**src/rtl/alu_reg_pkg.sv**
```systemverilog
// alu_reg_pkg: opcodes, sequencer states and opcode-legal check.
// Build option: ALU_MUL_EN makes opcode 8 (MUL) legal.
package alu_reg_pkg;

  localparam logic [3:0] OP_ADD  = 4'd0;
  localparam logic [3:0] OP_SUB  = 4'd1;
  localparam logic [3:0] OP_AND  = 4'd2;
  localparam logic [3:0] OP_OR   = 4'd3;
  localparam logic [3:0] OP_XOR  = 4'd4;
  localparam logic [3:0] OP_SHL  = 4'd5;
  localparam logic [3:0] OP_SHR  = 4'd6;
  localparam logic [3:0] OP_PASS = 4'd7;
  localparam logic [3:0] OP_MUL  = 4'd8;

  typedef enum logic [2:0] {
    S_IDLE,
    S_FETCH_A,
    S_FETCH_B,
    S_EXEC,
    S_WRITE,
    S_DONE
  } state_t;

  function automatic logic op_legal(
    input logic [3:0] op
  );
`ifdef ALU_MUL_EN
    return op <= OP_MUL;
`else
    return op <= OP_PASS;
`endif
  endfunction

endpackage

```
**src/rtl/alu_reg_alu.sv**
```systemverilog
// alu_reg_alu: combinational ALU. Ports: a, b, opcode in;
// y (result), c (carry/borrow/shift-out), legal out. Uses ALU_MUL_EN.
module alu_reg_alu
  import alu_reg_pkg::*;
#(
  parameter int DATA_W = 8
) (
  input  logic [DATA_W-1:0] a,
  input  logic [DATA_W-1:0] b,
  input  logic [3:0]        opcode,
  output logic [DATA_W-1:0] y,
  output logic              c,
  output logic              legal
);

  logic [2:0]      sh;
  logic [DATA_W:0] sum;
  logic [DATA_W:0] dif;
  logic [DATA_W:0] shl_x;
  logic [DATA_W:0] shr_x;

  assign sh  = b[2:0];
  assign sum = {1'b0, a} + {1'b0, b};
  assign dif = {1'b0, a} - {1'b0, b};

  // One guard bit catches the last bit shifted out;
  // a shift of 0 leaves the guard bit clear.
  assign shl_x = {1'b0, a} << sh;
  assign shr_x = {a, 1'b0} >> sh;

`ifdef ALU_MUL_EN
  logic [2*DATA_W-1:0] prod;
  assign prod = {{DATA_W{1'b0}}, a}
              * {{DATA_W{1'b0}}, b};
`endif

  assign legal = op_legal(opcode);

  always_comb begin
    y = '0;
    c = 1'b0;
    case (opcode)
      OP_ADD: begin
        y = sum[DATA_W-1:0];
        c = sum[DATA_W];
      end
      OP_SUB: begin
        y = dif[DATA_W-1:0];
        c = dif[DATA_W];
      end
      OP_AND: y = a & b;
      OP_OR:  y = a | b;
      OP_XOR: y = a ^ b;
      OP_SHL: begin
        y = shl_x[DATA_W-1:0];
        c = shl_x[DATA_W];
      end
      OP_SHR: begin
        y = shr_x[DATA_W:1];
        c = shr_x[0];
      end
      OP_PASS: y = a;
`ifdef ALU_MUL_EN
      OP_MUL: begin
        y = prod[DATA_W-1:0];
        c = |prod[2*DATA_W-1:DATA_W];
      end
`endif
      default: begin
        y = '0;
        c = 1'b0;
      end
    endcase
  end

endmodule

```
**src/rtl/alu_reg_seq.sv**
```systemverilog
// alu_reg_seq: reg-reg ALU sequencer with regfile, pc and phase strobes.
// Ports: start/opcode/rs1/rs2/rd launch, host_* regfile access,
// busy/rd_a_en/rd_b_en/alu_en/wb_en/pc_inc/done strobes,
// result/flag_z/flag_c/illegal/pc status. Build option: ALU_MUL_EN.
module alu_reg_seq
  import alu_reg_pkg::*;
#(
  parameter int DATA_W   = 8,
  parameter int NUM_REGS = 8,
  parameter int PC_W     = 8,
  parameter int SETTLE   = 2,
  localparam int REG_AW  = $clog2(NUM_REGS)
) (
  input  logic              clk,
  input  logic              reset,
  input  logic              start,
  input  logic [3:0]        opcode,
  input  logic [REG_AW-1:0] rs1,
  input  logic [REG_AW-1:0] rs2,
  input  logic [REG_AW-1:0] rd,
  input  logic              host_we,
  input  logic [REG_AW-1:0] host_addr,
  input  logic [DATA_W-1:0] host_wdata,
  output logic [DATA_W-1:0] host_rdata,
  output logic              busy,
  output logic              rd_a_en,
  output logic              rd_b_en,
  output logic              alu_en,
  output logic              wb_en,
  output logic              pc_inc,
  output logic              done,
  output logic [DATA_W-1:0] result,
  output logic              flag_z,
  output logic              flag_c,
  output logic              illegal,
  output logic [PC_W-1:0]   pc
);

  localparam int CW = (SETTLE > 1) ? $clog2(SETTLE) : 1;
  localparam logic [CW-1:0] CNT_LAST = CW'(SETTLE - 1);

  state_t            state;
  logic [CW-1:0]     cnt;
  logic [3:0]        op_q;
  logic [REG_AW-1:0] rs1_q;
  logic [REG_AW-1:0] rs2_q;
  logic [REG_AW-1:0] rd_q;
  logic [DATA_W-1:0] op_a;
  logic [DATA_W-1:0] op_b;
  logic [DATA_W-1:0] rf [NUM_REGS];

  logic [DATA_W-1:0] rd_a_val;
  logic [DATA_W-1:0] rd_b_val;
  logic [DATA_W-1:0] alu_y;
  logic              alu_c;
  logic              alu_legal;
  logic              host_wr;
  logic              wb_wr;

  // Register 0 is hardwired to zero on every read port.
  assign rd_a_val = (rs1_q == '0) ? '0 : rf[rs1_q];
  assign rd_b_val = (rs2_q == '0) ? '0 : rf[rs2_q];
  assign host_rdata =
    (host_addr == '0) ? '0 : rf[host_addr];

  alu_reg_alu #(
    .DATA_W(DATA_W)
  ) u_alu (
    .a      (op_a),
    .b      (op_b),
    .opcode (op_q),
    .y      (alu_y),
    .c      (alu_c),
    .legal  (alu_legal)
  );

  assign busy    = (state != S_IDLE);
  assign rd_a_en = (state == S_FETCH_A);
  assign rd_b_en = (state == S_FETCH_B);
  assign alu_en  = (state == S_EXEC);
  assign wb_en   = (state == S_WRITE);
  assign pc_inc  = (state == S_WRITE);
  assign done    = (state == S_DONE);

  assign host_wr = (state == S_IDLE) && host_we
                && (host_addr != '0);
  assign wb_wr   = (state == S_WRITE) && !illegal
                && (rd_q != '0);

  always_ff @(posedge clk) begin
    if (!reset) begin
      for (int i = 0; i < NUM_REGS; i++)
        rf[i] <= '0;
    end else if (host_wr) begin
      rf[host_addr] <= host_wdata;
    end else if (wb_wr) begin
      rf[rd_q] <= result;
    end
  end

  always_ff @(posedge clk) begin
    if (!reset) begin
      state   <= S_IDLE;
      cnt     <= '0;
      op_q    <= '0;
      rs1_q   <= '0;
      rs2_q   <= '0;
      rd_q    <= '0;
      op_a    <= '0;
      op_b    <= '0;
      result  <= '0;
      flag_z  <= 1'b0;
      flag_c  <= 1'b0;
      illegal <= 1'b0;
      pc      <= '0;
    end else begin
      case (state)
        S_IDLE: begin
          if (start) begin
            op_q    <= opcode;
            rs1_q   <= rs1;
            rs2_q   <= rs2;
            rd_q    <= rd;
            illegal <= 1'b0;
            cnt     <= '0;
            state   <= S_FETCH_A;
          end
        end
        S_FETCH_A: begin
          if (cnt == CNT_LAST) begin
            op_a  <= rd_a_val;
            cnt   <= '0;
            state <= S_FETCH_B;
          end else begin
            cnt <= cnt + CW'(1);
          end
        end
        S_FETCH_B: begin
          if (cnt == CNT_LAST) begin
            op_b  <= rd_b_val;
            cnt   <= '0;
            state <= S_EXEC;
          end else begin
            cnt <= cnt + CW'(1);
          end
        end
        S_EXEC: begin
          result  <= alu_y;
          flag_z  <= (alu_y == '0);
          flag_c  <= alu_c;
          illegal <= !alu_legal;
          state   <= S_WRITE;
        end
        S_WRITE: begin
          pc    <= pc + PC_W'(1);
          state <= S_DONE;
        end
        S_DONE: begin
          state <= S_IDLE;
        end
        default: begin
          state <= S_IDLE;
        end
      endcase
    end
  end

endmodule

```
**config.mk**
```make
export PLATFORM = sky130hd
export DESIGN_NAME = alu_reg_seq
export DESIGN_NICKNAME = d
export VERILOG_FILES = /design/src/rtl/alu_reg_pkg.sv /design/src/rtl/alu_reg_alu.sv /design/src/rtl/alu_reg_seq.sv
export SDC_FILE = /design/constraint.sdc
export NUM_CORES = 1
export LEC_CHECK = 0
export CAP_MARGIN = 20
export CORE_MARGIN = 5
export CORE_UTILIZATION = 54
export DETAILED_ROUTE_END_ITERATION = 16
export PLACE_DENSITY = 0.85
export RECOVER_POWER = 25
export SLEW_MARGIN = 10
export SYNTH_ARGS = -nofsm -noshare
export SYNTH_HDL_FRONTEND = slang
export SYNTH_SLANG_ARGS = --single-unit
export TNS_END_PERCENT = 30
```
**constraint.sdc**
```tcl
create_clock -name clk -period 3.1 [get_ports clk]
set_input_delay 0.31 -clock clk [delete_from_list [all_inputs] [get_ports clk]]
set_output_delay 0.31 -clock clk [all_outputs]
set_load 0.02 [all_outputs]
```
==> results.txt, run 1 <==
- The run finished with clean final reports.
* Row Count: 44
- Critical Path RT: 2790 ps
- Once detail routing completed, the nets flagged for antenna violations numbered 0.
- Fraction of layout instances using a drive strength above 1: 15.5%
- At the end of routability-driven placement, the weighted congestion stood at 0.980.
- The placed instances occupy a cell area of 8810 sq um.
- Maximum number of pins on one net before global-route repair: 58
* Met1 capacity usage during global routing: 34.3%
* Maximum vdd ir drop: 0.433 mV
* Cell occurring most often along the worst timing path: sky130_fd_sc_hd__clkdlybuf4s50_1
- Counting distinct cell types in the post-synthesis netlist gives 74.
- For this run, the share of the core covered by cells in the final layout is 64.9%.
- Of all flip-flops after synthesis, the portion carrying an async set or reset was 0%.
- In this run the worst setup path begins at host_addr[2].
* Rel. slew slack: 21.5%
- Post-synthesis instance area: 7900 sq um
- Hold-fix buffers at CTS: 0
- The critical path is of the primary input to output pin type.
- Number of post-CTS setup repair buffers: 0
* First-pass GRT wire length: 36700 um
* Die outline area: 17100 sq um
* Hold Vio Cnt, Final: 0
- Number of maximum-capacitance violations: 0
- Setup repair after global routing left no endpoint under its margin.
* Arrival @ worst endpoint: 2730 ps
* Avg Inst Size Synth: 9.91 sq um
- The tightest min-delay check is of the primary input to register type.
- The max-slew violation total from the final report came to 0.
- Using the TritonRoute via totals, the vias-per-cell ratio works out to 6.53.
* Yosys Warn Count: 0
* Most instantiated cells after synthesis: sky130_fd_sc_hd__nor2_1 (106), sky130_fd_sc_hd__nand2_1 (85), sky130_fd_sc_hd__edfxtp_1 (64)
- Dominant cells by area after synthesis: sky130_fd_sc_hd__edfxtp_1 (24%), sky130_fd_sc_hd__dfxtp_1 (15%), sky130_fd_sc_hd__mux4_2 (13%), sky130_fd_sc_hd__nor2_1 (5.0%), sky130_fd_sc_hd__mux2i_1 (4.2%)
- Number of fill cells in the layout: 1101
- Area of the core region: 14400 sq um
- The top cell type by area accounts for 24.3% of the synthesized area.
- The final layout contains routed wiring with a total length of 23700 um.
- Global Route met2 Usage: 48.4%
* Worst setup skew after layout: 7.29 ps
- Post-Layout Inst Area: 9360 sq um
* Post-CTS Resized: 0
- Launch instance of the worst min-delay path: opcode[2]
* Worst Setup Slack post-DPL: 169 ps
- Compared with the post-synthesis result, the final layout area differs by 18.4%.
- Global routing finished with a remaining overflow of 0.
* Tot GR Track Use: 28.0%
- CTS Buffer Depth: 2
- Ant. Diodes: 0
* Post-route worst setup slack: 55.7 ps
* Static leakage power: 0.00336 uW
- DRC violation count after routing: 0
* Total clock sinks: 122
- In the final timing run, aggregate negative setup slack is 0 ps.
- The synthesized design contains 64 enable-type register cells.
- Setup crit start kind: primary input
- Met3 track demand over resource in global routing: 4.55%
* Clock tree root driver cell: sky130_fd_sc_hd__clkbuf_16
* Initial Utilization: 54.8%
- Via count: 6944
* Final non-filler cell total: 1063
- Number of global-route vias before repair: 6649
* Drt wl/cell: 22.3 um
- Sequential cell area fraction in the yosys report: 39.0%
- Top-level I/O count: 62
- Counting tap cells, the placed design contains a total of 1031 instances.
- TritonCTS built the clock tree.
* Pwr/cell area: 475 nW/um^2
- After clock tree synthesis, the clock-pin slew on the worst setup and hold paths is 60 ps.
- Top-count cell post-synth: sky130_fd_sc_hd__nor2_1
- In this run, the number of DRC markers left after iteration 0 of detailed routing was 1054.
- Synthesis produced 797 cells.
- Antenna violations before repair: 1
* Setup violators final: 0
- For the worst-skew pair, the clock arrives at the later sink with an insertion delay of 420 ps.
- Among all flip-flop cells after synthesis, the most frequent one is sky130_fd_sc_hd__edfxtp_1.
- Worst path cell trace: clkdlybuf4s50_1 -> buf_4 -> inv_1 -> a21oi_1 -> a221oi_1 -> clkdlybuf4s50_1
- The die is 131 um tall.
- Cell type contributing the most total cell area after synthesis: sky130_fd_sc_hd__edfxtp_1
* Peak Freq: 328 MHz
* H-tree depth: 4
- Half-perimeter wire length of the detailed placement result: 16600 um
- Largest stage delay, worst path: 680 ps
* Worst R2R Start: op_a[0]
- GR peak layer: met2
* Flip-flop and latch count after synthesis: 122
- For the pin with the worst max-slew slack, the measured transition is 1180 ps.
* Drt first pass iters: 8
* Peak fanout along the critical path: 28
* Net total in the final layout: 922
- Counting the buffers created by CTS gives 17.
- The worst path needs 3040 ps of the cycle, external delays included.
* Fin crit share: 98.2%
* Number of buffer cells added on primary ports: 61
- The worst setup path is captured at an output pin.
- On the critical path, the stage with the largest delay is an instance of sky130_fd_sc_hd__a21oi_1.
- In this run the horizontal extent of the chip is 131 um.
[kinds of logic after synthesis]
family	after synthesis	synth area share, %
other cells	1	0.0475
xor+xnor	12	1.33
compound gates	156	13.1
flops	122	39.0
fa+ha+maj	28	4.62
mux	90	19.3
buf+inv	90	5.00
simple gates	298	17.6
[metal layers]
metal  vias to the layer above  wire (um)
met5                         -          7
met4                         2        984
met3                        91       1970
met2                       492      12000
met1                      3289       8710
li1                       3070          -
[sequential cells by signal, indices dropped and copies added (netlist names), 3 cells and up, named ones only]
signal / count
rs1_q: 3
op_b: 8
rs2_q: 3
rf: 64
rd_q: 3
state: 3
pc: 8
result: 8
op_q: 4
op_a: 8
[final cells by class]
type	count	area, sq um	area share (%)
Multi-Input combinational cell	592	4450	47.5
Timing Repair Buffer	102	928	9.92
Sequential cell	122	3080	33.0
Tap cell	184	230	2.46
Clock buffer	22	485	5.19
Clock inverter	10	65.1	0.695
Inverter	31	116	1.24
[power by group]
part,switching (uW),internal [uW],leakage (uW)
Clock,723,1110,0.000272
Combinational,385,325,0.00196
Sequential,127,1780,0.00113
Total,1230,3210,0.00336
[critical path, delay by kind of cell]
kind / cells / cell delay, ps
buf+inv: 4 / 1480
compound gates: 2 / 940
[placed cells by master (no fill, tap or decap), drive strengths merged, types with 23 or more instances in the layout]
master / n
ha: 26
clkdlybuf4s50: 45
mux4: 48
inv: 32
a21oi: 56
mux2i: 33
nor2: 106
clkbuf: 23
nand2: 87
dfxtp: 58
edfxtp: 64
buf: 40
[through the flow]
stage,total power [uW],hold slack [ps]
global placement,2600,465
detailed placement,2620,471
CTS,4430,429
finish,4450,438
floorplan,2350,446
global route,4580,470
[worst paths after layout]
check	cells after the start	slack (ps)	to
setup / recovery	6	60	host_rdata[4]
hold / removal	3	440	op_q[2]
setup reg to reg	11	260	flag_z
hold reg to reg	2	480	register
Note: power is estimated with default switching activity, not from simulation.
==> run 2: changes to the inputs <==
--- a/config.mk
+++ b/config.mk
@@ -11,7 +11,7 @@
 export DETAILED_ROUTE_END_ITERATION = 16
 export PLACE_DENSITY = 0.85
 export RECOVER_POWER = 25
-export SLEW_MARGIN = 10
+export SLEW_MARGIN = 40
 export SYNTH_ARGS = -nofsm -noshare
 export SYNTH_HDL_FRONTEND = slang
 export SYNTH_SLANG_ARGS = --single-unit
==> run 2 against run 1 <==
Effect of this change:
- first-iteration DRC count up 2.3%
- worst hold slack better by 4.3 ps
- sequential power about the same
- non-clock buffer count unchanged
- critical path depth unchanged
==> results.txt, run 2 (same netlist as run 1, synthesis figures left out) <==
* Run status: completed
- Ant. Diodes: 0
- Post-Layout Inst Area: 9380 sq um
* Largest stage delay, worst path: 710 ps
- Tot GR Track Use: 28.3%
* Starting DRT DRC Count: 1078
- Clock input transition at the sequential cells of the worst setup and hold paths: 50 ps
- Gate family responsible for the most delay along the worst path: buffers and inverters
* Wire length after detailed routing: 23900 um
- The longest clock path from root to sink contains 2 buffers.
- After detailed routing, the average wire length per cell comes to 22.5 um.
- First-pass GRT wire length: 37000 um
* Setup crit start kind: primary input
- Via count normalized by instance count: 6.53
- Clock tree root driver cell: sky130_fd_sc_hd__clkbuf_16
- From left edge to right edge, the die measures 131 um.
- Entering global routing, the biggest net connects 58 pins.
- Remaining antenna violation count after routing: 0
- Accumulated negative setup slack: 0 ps
* Arrival @ worst endpoint: 2630 ps
* Die boundary height: 131 um
- At the end of the flow, the number of nets in the layout was 922.
* Row Count: 44
* Highest-delay cell along the critical path: sky130_fd_sc_hd__clkdlybuf4s50_1
* Global-route congestion overflow total: 0
* Maximum vdd ir drop: 0.440 mV
* Area of the core region: 14400 sq um
* Peak Freq: 340 MHz
- Worst setup skew after layout: 6.86 ps
- CTS tree: built
* Rel. slew slack: 18.4%
- Final non-filler cell total: 1063
- Port buffering added 61 buffers.
* Peak fanout along the critical path: 12
- The die covers 17100 sq um.
- The sequential cells in the finished layout cover a total of 3090 sq um.
- Counting stages on the worst path, the most repeated cell is sky130_fd_sc_hd__clkdlybuf4s50_1.
- The layout has 1092 filler cells.
* Number of post-CTS setup repair buffers: 0
* Max-slew violation count: 0
- The initial utilization of the core area, before any placement, comes to 54.8%.
- Routability-driven placement finished with a final weighted congestion of 0.980.
- Hold-fix buffers at CTS: 0
* Fraction of layout instances using a drive strength above 1: 16.3%
- The number of antenna violations at the first check in global routing was 0.
* Critical Path RT: 2790 ps
- In this run the cell area measured after placement is 8820 sq um.
- Clock latency on the worst-skew pair, taken at its later pin, is 420 ps.
- Most flop-heavy register: rf
* Static leakage power: 0.00336 uW
- Relative to the synthesized area, the layout overhead comes to 18.7%.
- DRC violation count after routing: 0
- Max-cap violations in this run came to 0.
- Transition at the pin with the smallest max-transition slack: 1220 ps
- Pwr/cell area: 475 nW/um^2
- Half-perimeter wire length of the detailed placement result: 16600 um
* Worst path cell trace: clkdlybuf4s50_1 -> buf_4 -> or2_2 -> o22ai_1 -> a221oi_1 -> clkdlybuf4s50_1
- H-tree depth: 4
* Unrepaired setup endpoints after global routing: false
- Endpoint type of the worst setup path: output pin
- Post-CTS repair changed the size of 0 cells.
- The worst path needs 2940 ps of the cycle, external delays included.
- The number of hold violations in the final report is 0.
- Dividing the final minimum period by the clock period gives 94.8%.
* Placed Cells: 1031
- Number of global-route vias before repair: 6724
- Together, buffers and inverters on the worst path number 3.
- Min-delay worst type: primary input to register
* Number of CTS-inserted buffers: 17
- Fraction of the core area covered by cells at the end of the flow: 65.0%
- Max FFs per register: 64
- The critical path is of the primary input to output pin type.
- Drt first pass iters: 6
- In the final layout, the multi-input gates occupy 4470 sq um.
- Top-level I/O count: 62
- Commonest non-fill, non-tap cell in the layout: sky130_fd_sc_hd__nor2_1
- Total clock sinks: 122
- Commonest cells after routing, fill and taps aside: sky130_fd_sc_hd__nor2_1 (106), sky130_fd_sc_hd__nand2_1 (85), sky130_fd_sc_hd__edfxtp_1 (64)
- Setup violators final: 0
- Summing over every cut layer, the via total after detailed routing is 6944.
-- run 2: cell counts in the layout (fill, tap and decap cells not counted) --
No cell type changed its count.
-- run 2: layout make-up --
type,count,share of cell area (%)
clock inverters,10,0.694
multi-input cells,592,47.6
flip-flops and latches,122,32.9
repair buffers,102,9.90
inverters,31,1.24
clock buffers,22,5.18
well taps,184,2.45
-- run 2: metal layers --
metal  vias to the layer above  GRT usage, %  wire length [um]
li1                       3074             -                 -
met5                         -             0                 0
met4                         0          13.9              1110
met2                       470          48.3             12100
met3                        99          5.28              1920
met1                      3301          34.4              8800
-- run 2: metrics by stage --
stage               power (uW)  worst slack [ps]  hold slack (ps)
floorplan                 2350               547              446
global placement          2600               164              465
detailed placement        2620               170              471
CTS                       4430               141              436
global route              4590              34.7              450
finish                    4450               162              443
-- run 2: report_power, final --
| part | switching [uW] | internal [uW] | leakage, uW | total [uW] |
|---|---|---|---|---|
| combinational | 386 | 326 | 0.00196 | 713 |
| clock | 720 | 1110 | 0.000272 | 1830 |
| sequential | 132 | 1780 | 0.00113 | 1910 |
| total | 1240 | 3210 | 0.00336 | 4450 |
-- run 2: worst paths after layout --
path | from | endpoint | slack (ps) | cells past startpoint
max | host_addr[0] | host_rdata[4] | 160 | 6
min | opcode[2] | op_q[2] | 440 | 3
max reg2reg | op_a[0] | flag_z | 230 | 11
min reg2reg | result[3] | result[3] | 490 | 2
-- run 2: worst min-delay path: cells and delay by family --
family / cells / cell delay [ps]
buffers and inverters: 1 / 400
AND/OR/NAND/NOR: 1 / 60
AO/OA/AOI/OAI: 1 / 50
==> run 3: changes to the inputs <==
--- a/config.mk
+++ b/config.mk
@@ -6,9 +6,9 @@
 export NUM_CORES = 1
 export LEC_CHECK = 0
 export CAP_MARGIN = 20
-export CORE_MARGIN = 5
 export CORE_UTILIZATION = 54
 export DETAILED_ROUTE_END_ITERATION = 16
+export GPL_ROUTABILITY_DRIVEN = 0
 export PLACE_DENSITY = 0.85
 export RECOVER_POWER = 25
 export SLEW_MARGIN = 40
==> run 3 against run 2 <==
Effect of this change:
- count of clock-buffer cells in the layout decreased by 3
- utilization grew 1.2 points
- critical path depth up 5
- sequential share of layout area increased by 0.14 points
- clock skew is 6.2 ps higher
- largest cell class unchanged
==> results.txt, run 3 (same netlist as run 1, synthesis figures left out) <==
* Arrival @ worst endpoint: 3320 ps
* Final non-filler cell total: 1052
- Entering global routing, the biggest net connects 58 pins.
- The run finished with clean final reports.
- Total clock sinks: 122
- In this run the deepest clock path goes through 2 buffers.
- Endpoint type of the worst setup path: register
- Antenna violations before repair: 0
- Commonest cells after routing, fill and taps aside: sky130_fd_sc_hd__nor2_1 (106), sky130_fd_sc_hd__nand2_1 (85), sky130_fd_sc_hd__edfxtp_1 (64)
* Most flop-heavy register: rf
- Summed over all cells, the static leakage comes to 0.00333 uW.
* Drt first pass iters: 5
- Wire length after detailed routing: 23300 um
* Area added between synthesis and finish: 18.1%
* Ant. Diodes: 0
- First-pass GRT wire length: 35800 um
- Source-to-sink clock delay at the later pin of the worst-skew pair: 430 ps
- Placed Cells: 1021
* Number of post-CTS setup repair buffers: 0
- Fraction of the core area covered by cells at the end of the flow: 66.2%
- The count of nets left with antenna violations once routing finished came out at 0.
- In this run, CTS created clock tree buffers numbering 17.
- Fraction of layout instances using a drive strength above 1: 14.4%
- The number of global-route vias before repair came to 6673.
- Tot GR Track Use: 32.3%
- The tree is rooted in a sky130_fd_sc_hd__clkbuf_16.
* DRC violation count after routing: 0
- Half-perimeter wire length of the detailed placement result: 16000 um
* Launch instance of the worst min-delay path: opcode[1]
- H-tree depth: 4
- The initial utilization of the core area, before any placement, comes to 56.0%.
- Die boundary height: 123 um
* Worst R2R Start: op_a[0]
* Setup crit start kind: register
- Top-level I/O count: 62
- Worst Setup Slack post-DPL: 284 ps
* Number of buffer cells added on primary ports: 61
- The max-slew violation total from the final report was 0.
* Starting DRT DRC Count: 959
* Accumulated negative setup slack: 0 ps
* Post-CTS Resized: 0
- After clock tree synthesis, the flow added hold-fix buffers numbering 0.
- RR Endpoint: flag_z
- TritonCTS built the clock tree.
- Dividing the detail-routed via count by the number of cells gives 6.67.
- The critical path is of the register to register type.
* Min-delay worst type: primary input to register
- Via count: 7012
* Period minus WS final: 2950 ps
- Hold Vio Cnt, Final: 0
- The worst hold path terminates at op_q[1].
- Along the worst path, the maximum fanout reaches 7.
- For the worst flop-to-flop path, the logic depth is 11.
- Unrepaired setup endpoints after global routing: false
- The worst hold path passes through 3 cells.
- Global-route congestion overflow total: 0
- Worst setup skew after layout: 13.0 ps
- VDD sags by at most 0.453 mV.
- Critical Path RT: 3470 ps
* Worst setup slack for register-to-register paths: 150 ps
* Setup violators final: 0
- Drt wl/cell: 22.1 um
- Pwr/cell area: 488 nW/um^2
- Measured against its own limit, the worst slew margin works out to 16.5%.
- Leaving out fill and tap cells, the most frequent cell in the layout is sky130_fd_sc_hd__nor2_1.
- Max FFs per register: 64
* Transition at the pin with the smallest max-transition slack: 1250 ps
- Clock-pin slew was measured on the worst setup and hold paths at 60 ps.
- Net total in the final layout: 916
- Peak Freq: 339 MHz
- From left edge to right edge, the die measures 123 um.
* Row Count: 43
- The worst path meets setup with 153 ps of slack.
- Once placement finished, the instance area stood at 8770 sq um.
- The finished cells cover 9330 sq um.
- The die covers 15100 sq um.
* Number of maximum-capacitance violations: 0
- Area of the core region: 14100 sq um
- The final critical path takes up 95.1% of the cycle.
[run 3: area by class of cell]
| class | instances | area [sq um] |
|---|---|---|
| multi-input cells | 592 | 4460 |
| flip-flops and latches | 122 | 3080 |
| repair buffers | 96 | 883 |
| clock buffers | 19 | 433 |
| inverters | 31 | 116 |
| clock inverters | 12 | 131 |
| fillers | 1030 | 4760 |
| well taps | 180 | 225 |
[run 3: worst max path at each step]
stage	from	endpoint	slack (ps)	cells past startpoint
final	op_a[0]	flag_z	150	11
after floorplan	op_b[1]	flag_z	550	10
after CTS	state[0]	alu_en	190	5
after global routing	op_a[0]	flag_z	20	11
after global placement	op_a[0]	flag_z	360	11
after detailed placement	op_a[0]	flag_z	280	11
[run 3: through the flow]
step	hold slack [ps]	total power, uW
finish	429	4550
global route	466	4670
CTS	422	4540
detailed placement	469	2610
global placement	459	2580
floorplan	446	2350
[run 3: per-layer routing]
metal	global-route usage [%]	part of all wire, %
met1	38.6	36
met2	53.1	49
met3	7.84	9.3
met4	19.0	5.2
met5	0	0
[run 3: critical path, stage by stage, from the launching register on]
cell	delay, ps
sky130_fd_sc_hd__dfxtp_1	370
sky130_fd_sc_hd__inv_1	120
sky130_fd_sc_hd__ha_1	170
sky130_fd_sc_hd__inv_1	50
sky130_fd_sc_hd__fa_1	410
sky130_fd_sc_hd__nor3b_1	160
sky130_fd_sc_hd__nor3_1	410
sky130_fd_sc_hd__nor3_1	100
sky130_fd_sc_hd__o211a_1	230
sky130_fd_sc_hd__a2111o_1	340
sky130_fd_sc_hd__nor4_1	340
sky130_fd_sc_hd__a31o_1	190
[run 3: power by group]
part | internal (uW) | switching, uW | total, uW
clock | 1240 | 707 | 1940
sequential | 1780 | 124 | 1900
combinational | 320 | 386 | 706
total | 3340 | 1220 | 4550
